==> config.mk <==
export PLATFORM = sky130hd
export DESIGN_NAME = tt_um_vedic_div_8x4
export DESIGN_NICKNAME = d
export VERILOG_FILES = /design/src/rtl/tt_um_vedic_div_8x4.sv
export SDC_FILE = /design/constraint.sdc
export NUM_CORES = 1
export LEC_CHECK = 0
export CAP_MARGIN = 20
export CORE_MARGIN = 4
export CORE_UTILIZATION = 50
export CTS_BUF_LIST = sky130_fd_sc_hd__clkbuf_2
export CTS_CLUSTER_SIZE = 14
export DETAILED_ROUTE_END_ITERATION = 8
export PLACE_DENSITY_LB_ADDON = 0.15
export SLEW_MARGIN = 0
export SYNTH_ARGS = -nofsm -noshare
export SYNTH_HDL_FRONTEND = slang
export SYNTH_SLANG_ARGS = --single-unit
==> constraint.sdc <==
create_clock -name clk -period 2.4 [get_ports clk]
set_clock_uncertainty 0.1 [all_clocks]
set_input_delay 0.6 -clock clk [delete_from_list [all_inputs] [get_ports clk]]
set_output_delay 0.6 -clock clk [all_outputs]
set_load 0.03 [all_outputs]
==> src/rtl/tt_um_vedic_div_8x4.sv <==
// tt_um_vedic_div_8x4: sequential 8-bit / 4-bit unsigned restoring divider,
// one quotient bit per enabled clock, in the TinyTapeout user-module wrapper.
// Optional build macro: DIV_ZERO_DETECT_EN. When it is defined, a zero divisor
// finishes one cycle after start with quotient FF, remainder 0 and err set.
// Without it, a zero divisor runs all 8 iterations.
module tt_um_vedic_div_8x4 (
    input  logic [7:0] ui_in,
    output logic [7:0] uo_out,
    input  logic [7:0] uio_in,
    output logic [7:0] uio_out,
    output logic [7:0] uio_oe,
    input  logic       ena,
    input  logic       clk,
    input  logic       rst_n
);

    typedef enum logic [1:0] {IDLE, RUN, DONE} state_t;

    state_t      state;
    logic [7:0]  dividend;
    logic [3:0]  divisor;
    logic [4:0]  part_rem;
    logic [7:0]  quot_acc;
    logic [2:0]  iter;
    logic [7:0]  quotient;
    logic [3:0]  remainder;
    logic        err;
    logic        busy;
    logic        done;

    logic        start;
    logic        rsel;
    logic        accept;
    logic        zero_trap;
    logic [4:0]  trial;
    logic        q_bit;
    logic [4:0]  next_rem;
    logic        unused_pins;

    assign start  = uio_in[4];
    assign rsel   = uio_in[5];
    assign accept = ena && start && (state == IDLE || state == DONE);
    assign unused_pins = &{1'b0, uio_in[7:6]};

`ifdef DIV_ZERO_DETECT_EN
    assign zero_trap = (divisor == 4'd0);
`else
    assign zero_trap = 1'b0;
`endif

    // One restoring step: bring down the next dividend bit and try to subtract.
    // The partial remainder is kept below the divisor, so the result fits in 4 bits;
    // with a zero divisor every compare succeeds and the trial passes through.
    always_comb begin
        trial    = {part_rem[3:0], dividend[7]};
        q_bit    = (trial >= {1'b0, divisor});
        next_rem = q_bit ? (trial - {1'b0, divisor}) : trial;
    end

    // Working registers: latch operands on accept, shift one bit per RUN cycle.
    always_ff @(posedge clk) begin
        if (accept) begin
            dividend <= ui_in;
            divisor  <= uio_in[3:0];
            part_rem <= 5'd0;
            quot_acc <= 8'd0;
            iter     <= 3'd0;
        end else if (ena && state == RUN) begin
            dividend <= {dividend[6:0], 1'b0};
            part_rem <= next_rem;
            quot_acc <= {quot_acc[6:0], q_bit};
            iter     <= iter + 3'd1;
        end
    end

    // Control FSM with registered busy/done and result registers that change only at completion.
    always_ff @(posedge clk) begin
        if (!rst_n) begin
            state     <= IDLE;
            quotient  <= 8'd0;
            remainder <= 4'd0;
            err       <= 1'b0;
            busy      <= 1'b0;
            done      <= 1'b0;
        end else if (ena) begin
            case (state)
                IDLE, DONE: begin
                    if (start) begin
                        state <= RUN;
                        err   <= 1'b0;
                        busy  <= 1'b1;
                        done  <= 1'b0;
                    end
                end
                RUN: begin
                    if (zero_trap) begin
                        quotient  <= 8'hFF;
                        remainder <= 4'h0;
                        err       <= 1'b1;
                        state     <= DONE;
                        busy      <= 1'b0;
                        done      <= 1'b1;
                    end else if (iter == 3'd7) begin
                        quotient  <= {quot_acc[6:0], q_bit};
                        remainder <= next_rem[3:0];
                        state     <= DONE;
                        busy      <= 1'b0;
                        done      <= 1'b1;
                    end
                end
                default: begin
                    state <= IDLE;
                    busy  <= 1'b0;
                    done  <= 1'b0;
                end
            endcase
        end
    end

    // Output mux: rsel only chooses what is shown, it never touches state.
    always_comb begin
        uo_out  = rsel ? {err, 3'b000, remainder} : quotient;
        uio_out = {done, busy, 6'b00_0000};
        uio_oe  = 8'b1100_0000;
    end

endmodule
==> impl_summary.txt, run 1 <==
----------------------------------------------------
[Outcome]
  Result of the run ... finished clean

[Detailed routing]
  Total via count after detailed routing ... 1388
  Count of antenna-violating nets left after detailed routing ... 0
  First DRT Iteration DRCs ... 56
  Drt total wl ... 3550 um
  Vias/cell ... 5.22
  Routed wire per std cell ... 13.4 um
  Length of the first detailed-routing pass in iterations ... 4
  Count of unresolved DRC violations after routing ... 0

[Pwr]
  Share of total power in the clock network ... 0.276
  Gate power share ... 0.182
  Total power consumption of the routed design ... 0.00143 W
  Static Leak ... 0.937 nW
  Switching power of the nets ... 0.000385 W
  Power density over cell area ... 631 mW/mm2
  Internal Power ... 0.00104 W
  Portion of total power attributed to sequential cells ... 0.542
  Fraction of power spent switching nets ... 0.270
  Worst IR Drop VDD ... 394 uV

[GRT]
  Pin count of the biggest net entering global routing ... 14
  Antenna violations before repair ... 0
  Global router's overall resource usage ... 0.157
  First-pass GRT wire length ... 6260 um
  Number of global-route vias before repair ... 1407
  Overflow left after global routing ... 0

[Yosys]
  Number of synthesized flops with an enable pin ... 12
  Post-synthesis instance area ... 0.00195 mm2
  Sequential share of the synthesized area ... 0.481
  Distinct cell type count after synthesis ... 41
  Number of cells produced by synthesis ... 190
  Synth Warn # ... 0
  Average size of a mapped cell ... 10.3 um2
  Predominant post-synthesis flop cell ... sky130_fd_sc_hd__dfxtp_1
  Async S/R FF share, synth ... 0
  Seq cells post-synth ... 41

[Worst setup path]
  Crit path DAT ... 1.65 ns
  Crit start category ... input pin
  Cell type of the slowest stage on the worst timing path ... sky130_fd_sc_hd__mux2_2
  Total buffers and inverters traversed by the critical path ... 2
  Cells traversed along the worst timing path ... clkdlybuf4s15_1 -> mux2_2 -> dlygate4sd2_1
  Worst path max stage delay ... 0.38 ns
  Crit path required time ... 1.70 ns
  Worst-case reg-to-reg path depth ... 7
  Worst reg2reg path endpoint ... part_rem[0]$_SDFFE_PN0P_
  Kind of cell adding the most delay to the critical path ... buffers and inverters
  Origin of the critical flop-to-flop path ... dividend[7]$_DFFE_PP_
  Worst reg-to-reg setup slack ... 0.31 ns
  CP endpoint kind ... primary output
  Crit Path Category ... in2out
  Critical path peak fanout ... 6

[Die]
  Count of standard-cell rows ... 22
  IO Pins ... 43
  Chip Height ... 70.5 um
  Core outline area ... 0.00372 mm2
  Area of the die ... 0.00497 mm2
  Die W ... 70.5 um
  Initial Util ... 0.526

[Clocking]
  Number of buffers inserted by hold repair at cts ... 0
  Post-CTS repair timing setup buffer count ... 0
  Clock transition at the register clock pins on the worst setup and hold paths after CTS ... 0.19 ns
  Clk Latency, worst-skew pair ... 0.40 ns
  Clock tree from TritonCTS ... yes
  Largest buffer count on any clock path ... 2
  H-tree level count ... 2
  Root cell of the clock tree ... sky130_fd_sc_hd__clkbuf_2
  Inserted Clock Buffers ... 5
  Sink Count ... 41

[Layout]
  Most common library cell in the layout ignoring fill and taps ... sky130_fd_sc_hd__dfxtp_1
  Share of cells above drive strength 1 ... 0.151
  Number of diodes ... 0
  Most frequent cells in the layout ... sky130_fd_sc_hd__dfxtp_1, sky130_fd_sc_hd__nand2_1, sky130_fd_sc_hd__clkdlybuf4s50_1
  Syn-to-layout area delta ... 15.7%
  Share of the core filled with cells in the final layout ... 0.608
  Nets@finish ... 243

[STA]
  Crit share post-route ... 0.979
  Final number of hold-violating endpoints ... 0
  Pins over their slew limit ... 0
  Min Clock Period, post-route ... 2.35 ns
  Unrepaired setup endpoints after global routing ... false
  Number of endpoints failing setup at the final stage ... 0
  Highest Clock Rate ... 0.426 GHz

[Placement]
  Half-perimeter wire length after placement ... 2780 um
  Routability cong. ... 0.772
  # port buffers ... 26

[Min path]
  Hold/Removal Path Class ... reg2reg
  Worst Hold Path EP ... quotient[5]$_SDFFE_PN0P_
  Startpoint of the lowest-slack hold path ... quotient[5]$_SDFFE_PN0P_
  Worst Hold Path Cells ... 2

[Run]
  Maximum capacitance violations ... 0

----------------------------------------------------
[sequential cells by signal (all words and copies together) (netlist names), 2 cells and up]
register   flops
dividend       8
iter           3
divisor        4
remainder      4
quotient       8
state          2
part_rem       4
quot_acc       7
[worst register-to-register path: stages (launching register included)]
cell	delay [ns]
sky130_fd_sc_hd__edfxtp_1	0.44
sky130_fd_sc_hd__inv_1	0.07
sky130_fd_sc_hd__ha_1	0.23
sky130_fd_sc_hd__nand2b_1	0.18
sky130_fd_sc_hd__a2111oi_4	0.40
sky130_fd_sc_hd__nor2_2	0.15
sky130_fd_sc_hd__mux2i_1	0.29
sky130_fd_sc_hd__o22ai_1	0.13
[through the flow]
| step | worst slack, ns | area (um2) | hold WS (ns) | setup TNS, ns | std cells |
|---|---|---|---|---|---|
| 5_1_grt | 0.00429 | 2260 | 0.389 | 0 | 266 |
| 6_report | 0.0509 | 2260 | 0.366 | 0 | 266 |
| 3_3_place_gp | -0.465 | 2200 | 0.340 | -1.84 | 258 |
| 3_5_place_dp | -0.490 | 2200 | 0.349 | -1.92 | 258 |
| 4_1_cts | 0.0101 | 2260 | 0.373 | 0 | 266 |
| 2_1_floorplan | 0.413 | 2000 | 0.330 | 0 | 202 |
[cell usage after synthesis, drive strengths merged (5+ instances only)]
master | number | area, um2
a22o | 9 | 78.8
a21boi | 8 | 60.1
o21ai | 9 | 45.0
a21oi | 6 | 30.0
nor2b | 6 | 37.5
edfxtp | 12 | 360
inv | 9 | 33.8
dfxtp | 29 | 581
nand2 | 23 | 86.3
mux2 | 11 | 124
buf | 22 | 150
ha | 6 | 75.1
nor2 | 5 | 21.3
[worst max path at each step]
stage,to,from,depth (start not counted),slack (ns)
floorplan,uo_out[0],uio_in[5],2,0.41
global placement,uo_out[2],uio_in[5],3,-0.46
detailed placement,uo_out[2],uio_in[5],3,-0.49
CTS,uo_out[2],uio_in[5],3,0.01
global route,uo_out[2],uio_in[5],3,0.004
finish,uo_out[2],uio_in[5],3,0.05
[power groups by stage]
stage / Sequential (W) / Combinational (W) / Clock (W)
finish: 0.000774 / 0.000260 / 0.000394
detailed placement: 0.000789 / 0.000260 / 0
global route: 0.000780 / 0.000287 / 0.000431
global placement: 0.000786 / 0.000252 / 0
CTS: 0.000775 / 0.000261 / 0.000410
floorplan: 0.000781 / 0.000214 / 0
[what timing repair did]
item | 4_1_cts | 5_1_grt
endpoints found under the setup margin | 4 | 4
gates resized for setup | 5 | 1
cloned | 0 | 0
[final cells by class]
cell class | instances | area [um2]
clock buffers | 5 | 25.0
clock inverters | 3 | 40.0
multi-input cells | 127 | 863
fillers | 326 | 1460
inverters | 9 | 33.8
well taps | 48 | 60.1
flip-flops and latches | 41 | 941
repair buffers | 33 | 298
[cell families after synthesis]
family,count (synthesis),share of synthesized area
AOI/OAI and AO/OA,42,0.159
xor gates and xnor gates,1,0.00448
adders and majority gates,7,0.0487
buffers and inverters,34,0.0999
DFF,41,0.481
muxes,14,0.0787
other,2,0.00384
and+or+nand+nor,49,0.124
[routing by layer]
layer  share of wire  routed length [um]  vias up  global-route usage
li1                -                   -      688                   -
met1            0.41                1470      655               0.183
met2            0.51                1830       41               0.269
met3           0.059                 210        4              0.0489
met4           0.014                  48        0              0.0574
met5               0                   0        -                   0
Power figures use the tool's default switching activity.
==> run 2: changes to the inputs <==
--- a/config.mk
+++ b/config.mk
@@ -12,7 +12,6 @@
 export CTS_CLUSTER_SIZE = 14
 export DETAILED_ROUTE_END_ITERATION = 8
 export PLACE_DENSITY_LB_ADDON = 0.15
-export SLEW_MARGIN = 0
 export SYNTH_ARGS = -nofsm -noshare
 export SYNTH_HDL_FRONTEND = slang
 export SYNTH_SLANG_ARGS = --single-unit
==> results of run 2 <==
No change in the layout: final DEF, timing and power equal those of run 1.
==> run 3: changes to the inputs <==
--- a/config.mk
+++ b/config.mk
@@ -12,6 +12,7 @@
 export CTS_CLUSTER_SIZE = 14
 export DETAILED_ROUTE_END_ITERATION = 8
 export PLACE_DENSITY_LB_ADDON = 0.15
+export SKIP_LAST_GASP = 1
 export SYNTH_ARGS = -nofsm -noshare
 export SYNTH_HDL_FRONTEND = slang
 export SYNTH_SLANG_ARGS = --single-unit
==> results of run 3 <==
No change in the layout: final DEF, timing and power equal those of run 1.
